## src/rtl/id_ex_skid_reg.sv

```systemverilog
// Decode-to-execute pipeline register. ALU operands are selected at capture; a one-entry skid buffer sits behind the main entry.
// Latency: 1 cycle from in_fire to out_valid. Sustains one beat per cycle while out_ready=1.
// Backpressure: in_ready is ~skid_valid from a flop, so it has no combinational path from out_ready. It drops only when both entries are held.
module id_ex_skid_reg #(
  parameter int XLEN   = 32,
  parameter int CTRL_W = 4,
  parameter int RD_W   = 5
) (
  input  logic              clk,
  input  logic              rst_n,
  input  logic              flush,
  input  logic              in_valid,
  output logic              in_ready,
  input  logic [XLEN-1:0]   in_pc,
  input  logic [XLEN-1:0]   in_rs1_data,
  input  logic [XLEN-1:0]   in_rs2_data,
  input  logic [XLEN-1:0]   in_imm,
  input  logic [CTRL_W-1:0] in_alu_ctrl,
  input  logic              in_src_a_pc,
  input  logic              in_src_b_imm,
  input  logic [RD_W-1:0]   in_rd,
  input  logic              in_reg_write,
  output logic              out_valid,
  input  logic              out_ready,
  output logic [XLEN-1:0]   alu_a,
  output logic [XLEN-1:0]   alu_b,
  output logic [CTRL_W-1:0] alu_ctrl,
  output logic [XLEN-1:0]   out_pc,
  output logic [XLEN-1:0]   out_store_data,
  output logic [RD_W-1:0]   out_rd,
  output logic              out_reg_write
);

  // One held instruction, with operands already muxed.
  typedef struct packed {
    logic [XLEN-1:0]   a;
    logic [XLEN-1:0]   b;
    logic [XLEN-1:0]   pc;
    logic [XLEN-1:0]   sd;
    logic [CTRL_W-1:0] ctrl;
    logic [RD_W-1:0]   rd;
    logic              rw;
  } ent_t;

  ent_t r_main;
  ent_t r_skid;
  ent_t w_cap;
  logic r_m_v;
  logic r_s_v;
  logic w_in_fire;
  logic w_out_fire;
  logic w_main_free;

  assign in_ready    = ~r_s_v;
  assign out_valid   = r_m_v;
  assign w_in_fire   = in_valid & ~r_s_v;
  assign w_out_fire  = r_m_v & out_ready;
  assign w_main_free = ~r_m_v | w_out_fire;

  // Operand selection is a plain bitwise mux; every other field passes through unchanged.
  always_comb begin
    w_cap      = '0;
    w_cap.a    = in_src_a_pc  ? in_pc  : in_rs1_data;
    w_cap.b    = in_src_b_imm ? in_imm : in_rs2_data;
    w_cap.pc   = in_pc;
    w_cap.sd   = in_rs2_data;
    w_cap.ctrl = in_alu_ctrl;
    w_cap.rd   = in_rd;
    w_cap.rw   = in_reg_write;
  end

  // Occupancy flags. A flush beats any fire in the same cycle. The skid can only fill while main is held.
  always_ff @(posedge clk or negedge rst_n) begin
    if (!rst_n) begin
      r_m_v <= 1'b0;
      r_s_v <= 1'b0;
    end else if (flush) begin
      r_m_v <= 1'b0;
      r_s_v <= 1'b0;
    end else if (w_main_free) begin
      if (r_s_v) begin
        r_m_v <= 1'b1;
        r_s_v <= 1'b0;
      end else begin
        r_m_v <= w_in_fire;
      end
    end else if (w_in_fire) begin
      r_s_v <= 1'b1;
    end
  end

  // Payload moves with the flags. It ignores flush because stale data is never presented as valid.
  always_ff @(posedge clk or negedge rst_n) begin
    if (!rst_n) begin
      r_main <= '0;
      r_skid <= '0;
    end else if (w_main_free) begin
      if (r_s_v) begin
        r_main <= r_skid;
      end else if (w_in_fire) begin
        r_main <= w_cap;
      end
    end else if (w_in_fire) begin
      r_skid <= w_cap;
    end
  end

  assign alu_a          = r_main.a;
  assign alu_b          = r_main.b;
  assign alu_ctrl       = r_main.ctrl;
  assign out_pc         = r_main.pc;
  assign out_store_data = r_main.sd;
  assign out_rd         = r_main.rd;
  assign out_reg_write  = r_main.rw & r_m_v;

endmodule

```

## config.mk

```make
export PLATFORM = sky130hd
export DESIGN_NAME = id_ex_skid_reg
export DESIGN_NICKNAME = d
export VERILOG_FILES = /design/src/rtl/id_ex_skid_reg.sv
export SDC_FILE = /design/constraint.sdc
export NUM_CORES = 1
export LEC_CHECK = 0
export ABC_AREA = 0
export CORE_ASPECT_RATIO = 1.2
export CORE_UTILIZATION = 56
export CTS_CLUSTER_DIAMETER = 80
export DETAILED_ROUTE_END_ITERATION = 12
export PLACE_DENSITY = 0.86
export SLEW_MARGIN = 20
export SYNTH_ARGS = -nofsm -noshare
export SYNTH_HDL_FRONTEND = slang
export SYNTH_SLANG_ARGS = --single-unit
```

## constraint.sdc

```tcl
create_clock -name clk -period 4 [get_ports clk]
set_clock_uncertainty 0.2 [all_clocks]
set_input_delay 0.6 -clock clk [delete_from_list [all_inputs] [get_ports clk]]
set_output_delay 0.6 -clock clk [all_outputs]
set_load 0.02 [all_outputs]
```

# Word level (Yosys, flattened, before mapping)
# Index checks and enable logic that the tools add are counted.
# W data, S select, Z words.
[op_classes]
n_mux = 10
n_bitwise = 7
n_reduce_logical = 5
[ops]
columns = ["cell", "n"]
rows = [
  ["$mux W138", 2],
  ["$mux W32", 2],
  ["$mux W1", 6],
  ["$reduce_and A2 Y1", 2],
  ["$reduce_bool A2 Y1", 2],
  ["$and A1 B1 Y1", 3],
  ["$not A1 Y1", 3],
  ["$reduce_bool A3 Y1", 1],
  ["$or A1 B1 Y1", 1],
]
[totals]
regBits = 278
output_inout_bits = 140
wordCells = 38

# Depth between registers and ports, before layout
[depth]
word_depth = 5
mapped_depth = 7
ltp_nobuf = 3

# Worst setup path before layout
# No wires, ideal clock.
[synth_timing]
path_type = "input port to flip-flop"
startpoint = "in in_src_b_imm"
endpoint = "reg r_skid[100] (netlist bit)"
setup_ns = 0.127
arrival_time_ns = 1.611
required_ns = 3.673
path_slack_ns = 2.062
stages = 4
path_cell_list = "clkbuf_1 -> buf_2 -> mux2_2 -> mux2_1"
[synth_via]
elab_chain_cells = 1
[synth_lines]
columns = ["element", "line", "rtl"]
rows = [
  ["start: declaration", "20", "input logic in_src_b_imm,"],
  ["$mux W32", "64", "w_cap.b = in_src_b_imm ? in_imm : in_rs2_data;"],
  ["end signal: assignment", "104", "r_skid <= w_cap;"],
  ["end: declaration", "46", "ent_t r_skid;"],
]
# Every way passes these cells.
# A chain may end at the register's enable or synchronous reset.

# Worst setup path in the final report
[layout_timing]
startpoint = "reg r_s_v"
endpoint = "out in_ready"
[layout_via]
elab_chain_cells = 1
[layout_lines]
columns = ["element", "line", "rtl"]
rows = [
  ["start: declaration", "49", "logic r_s_v;"],
  ["start signal: assignment", "76", "r_s_v <= 1'b0;"],
  ["start signal: assignment", "79", "r_s_v <= 1'b0;"],
  ["start signal: assignment", "83", "r_s_v <= 1'b0;"],
  ["$not A1 Y1", "54", "assign in_ready = ~r_s_v;"],
  ["end: declaration", "13", "output logic in_ready,"],
]
# Every way passes these cells.

==> flow_summary.json <==
{
  "fp.dieW_um": 144,
  "drt_iter0_drc": 544,
  "groute.usage.overall_pct": 26.5,
  "pwr-share-seq_pct": 46.5,
  "timing.fmax_mhz": 388,
  "tritoncts.num_buffers": 28,
  "comb_power_share_pct": 20.9,
  "detailedPlacementHpwl_um": 20900,
  "chip_height_um": 173,
  "netlist-cell-type-count": 26,
  "finalCritPeriodShare_pct": 64.4,
  "pwr_total_mw": 7.84,
  "first_global_vias": 9714,
  "cell_area_after_synthesis_um2": 13600,
  "total_count_of_hold_check_failures_in_the_final_report": 21,
  "grt_first_pass_wirelength_um": 52100,
  "num_antenna_cells": 0,
  "layout.cell_area.non_filler_um2": 16500,
  "rsz_0062_raised_after_global_routing": "no",
  "synth_net_count": 1291,
  "cts_root_buffer": "clkbuf_16",
  "number_of_synthesized_flops_with_an_enable_pin": 0,
  "io_pins": 285,
  "cts-root-to-sink-buffers": 3,
  "cts.sinks": 278,
  "cts.reportedPaths.clkPinSlew_ns": 0.06,
  "clock_latency_ns": 0.53,
  "r2r-end": "alu_a[21]",
  "switching_power_mw": 2.17,
  "grt_overflow_total": 0,
  "hold-worst-slack_ns": -0.0476,
  "cts-hold-fix-buffers": 0,
  "critical_path_arrival_ns": 1.77,
  "cts_tree": "built",
  "synthTopCellsByArea": "dfrtp_1, mux2i_1, mux2_1",
  "worst_slew_pin_slew_ns": 1.12,
  "final_max_slew_viol_count": 0,
  "postCtsResizedCells": 0,
  "dr_total_vias": 9263,
  "total_leakage_power_nw": 6.97,
  "setup_violations_final": 0,
  "synthToLayoutAreaGrowth_pct": 20.7,
  "max-slew-margin-rel_pct": 25.5,
  "async_reset_ff_share_pct": 100,
  "drc": 0,
  "footprint_of_the_flip_flops_and_latches_um2": 6960,
  "finish.net_count": 1402,
  "synthCells": 1146,
  "critical_path.endpoint_type": "primary output",
  "share_of_synthesized_area_occupied_by_flip_flops_and_latches_pct": 51.0,
  "setup.reg_to_reg.worst_slack_ns": 1.68,
  "startpoint_kind_of_the_worst_setup_timing_path": "register",
  "rows": 62,
  "finalCriticalPeriod_ns": 2.57,
  "yosysTopAreaCell": "dfrtp_1",
  "ratio_of_total_power_to_cell_area_nw_per_um2": 477,
  "post-synth-top-area-fraction_pct": 51.0,
  "grt_start_max_net_pins": 140,
  "irDropWorstVdd_v": 0.000323,
  "post_placement_cell_area_um2": 15600,
  "cts_setup_buffers": 0,
  "internal_power_mw": 5.67,
  "antenna_left": 0,
  "min_delay_path_class": "input pin to async pin",
  "outcome": "finished with violations",
  "drt-vias-per-instance": 5.81,
  "synth_most_common_cell": "dfrtp_1",
  "place_congestion": 0.810,
  "flops_latches_synth": 278,
  "synthesis.area_per_instance_um2": 11.9,
  "worst-path-max-fanout": 6,
  "maxCapViolCount": 0,
  "fp.coreArea_um2": 23900,
  "dieArea_um2": 25000,
  "postSynth.topFlopCell": "dfrtp_1",
  "final.setup.tns_ns": 0,
  "ys_top_cells_by_count": "dfrtp_1, o21ai_0, buf_4, mux2i_1, mux2_1",
  "power.clock.fraction_pct": 32.6,
  "crit_type": "register to primary output",
  "drt_wl_total_um": 32800,
  "cts_htree_levels": 1,
  "regToRegStartpoint": "r_s_v",
  "worst_r2r_path_depth": 4,
  "worstPathRequired_ns": 3.20,
  "layout.filler_cells": 1767,
  "drt_pass1_iterations": 4,
  "drt-wirelength-per-cell_um": 20.6,
  "violations": "hold timing",
  "share_of_final_layout_standard_cells_stronger_than_drive_strength_1_pct": 10.2,
  "port_buffers": 284,
  "yosys_warnings": 0,
  "start_util_pct": 57.1,
  "power_switching_share_pct": 27.7,
  "postLayoutCoreUtil_pct": 68.9,
  "multi_input_area_um2": 5080,
  "antenna_found_initial": 0
}
## worst max-delay path, stage by stage, from the launching register on
cell,delay (ns)
dfrtp_4,0.53
clkinv_2,0.09
clkdlybuf4s50_1,0.63
## metal layers
metal | vias up | global-route usage, % | share of wire [%]
met2 | 334 | 43.9 | 49
met5 | - | 0 | 0
li1 | 4144 | - | -
met4 | 0 | 12.9 | 5.0
met1 | 4690 | 34.3 | 40
met3 | 95 | 3.21 | 5.3
## power by group through the flow
stage / clock network (mW) / logic [mW] / registers [mW]
2_1_floorplan: 0 / 1.15 / 3.58
3_3_place_gp: 0 / 1.58 / 3.64
3_5_place_dp: 0 / 1.64 / 3.67
4_1_cts: 2.61 / 1.66 / 3.63
5_1_grt: 2.70 / 1.76 / 3.70
6_report: 2.56 / 1.64 / 3.64
## state kept, by name (all words and copies together), names as in the netlist
name            count
alu_ctrl            4
out_rd              5
r_skid            138
alu_a              32
out_valid           1
r_s_v               1
r_main              1
out_pc             32
out_store_data     32
alu_b              32
## final cells by class
cell class / instances / share of cell area, %
Sequential cell: 278 / 42.3
Multi-Input combinational cell: 642 / 30.9
Timing Repair Buffer: 306 / 18.9
Clock buffer: 40 / 5.03
Tap cell: 320 / 2.43
Clock inverter: 8 / 0.433
Inverter: 1 / 0.0304
## worst max-delay path by stage
stage | start | to | slack, ns
4_1_cts | r_s_v | in_ready | 1.41
3_3_place_gp | in_valid | r_skid[117] | 1.16
2_1_floorplan | in_src_b_imm | r_skid[100] | 2.06
3_5_place_dp | in_valid | r_skid[54] | 1.10
5_1_grt | r_s_v | in_ready | 1.40
6_report | r_s_v | in_ready | 1.43
## kinds of logic after synthesis
kind of cell | count (synthesis) | share of synthesized area (%)
AOI/OAI and AO/OA | 294 | 11.6
muxes | 304 | 23.8
and+or+nand+nor | 44 | 1.77
DFF | 278 | 51.0
buffers and inverters | 226 | 11.8
## layout by cell type, fill, tap and decap left out, drive strengths merged, types with 7 or more instances in the layout
master / Yosys / routed
clkdlybuf4s50: 0 / 282
dfrtp: 278 / 278
o21ai: 240 / 240
mux2: 166 / 166
mux2i: 138 / 138
clkbuf: 28 / 40
buf: 197 / 24
nor2: 20 / 20
a21oi: 18 / 18
nor2b: 18 / 18
a2111oi: 18 / 18
a21o: 18 / 18
clkinv: 0 / 7
## per-stage QoR
stage,std cells,setup WS [ns]
after floorplan,1146,2.06
after global placement,1547,1.16
after detailed placement,1547,1.10
after CTS,1595,1.41
after global routing,1595,1.40
final,1595,1.43
Power figures use the tool's default switching activity.
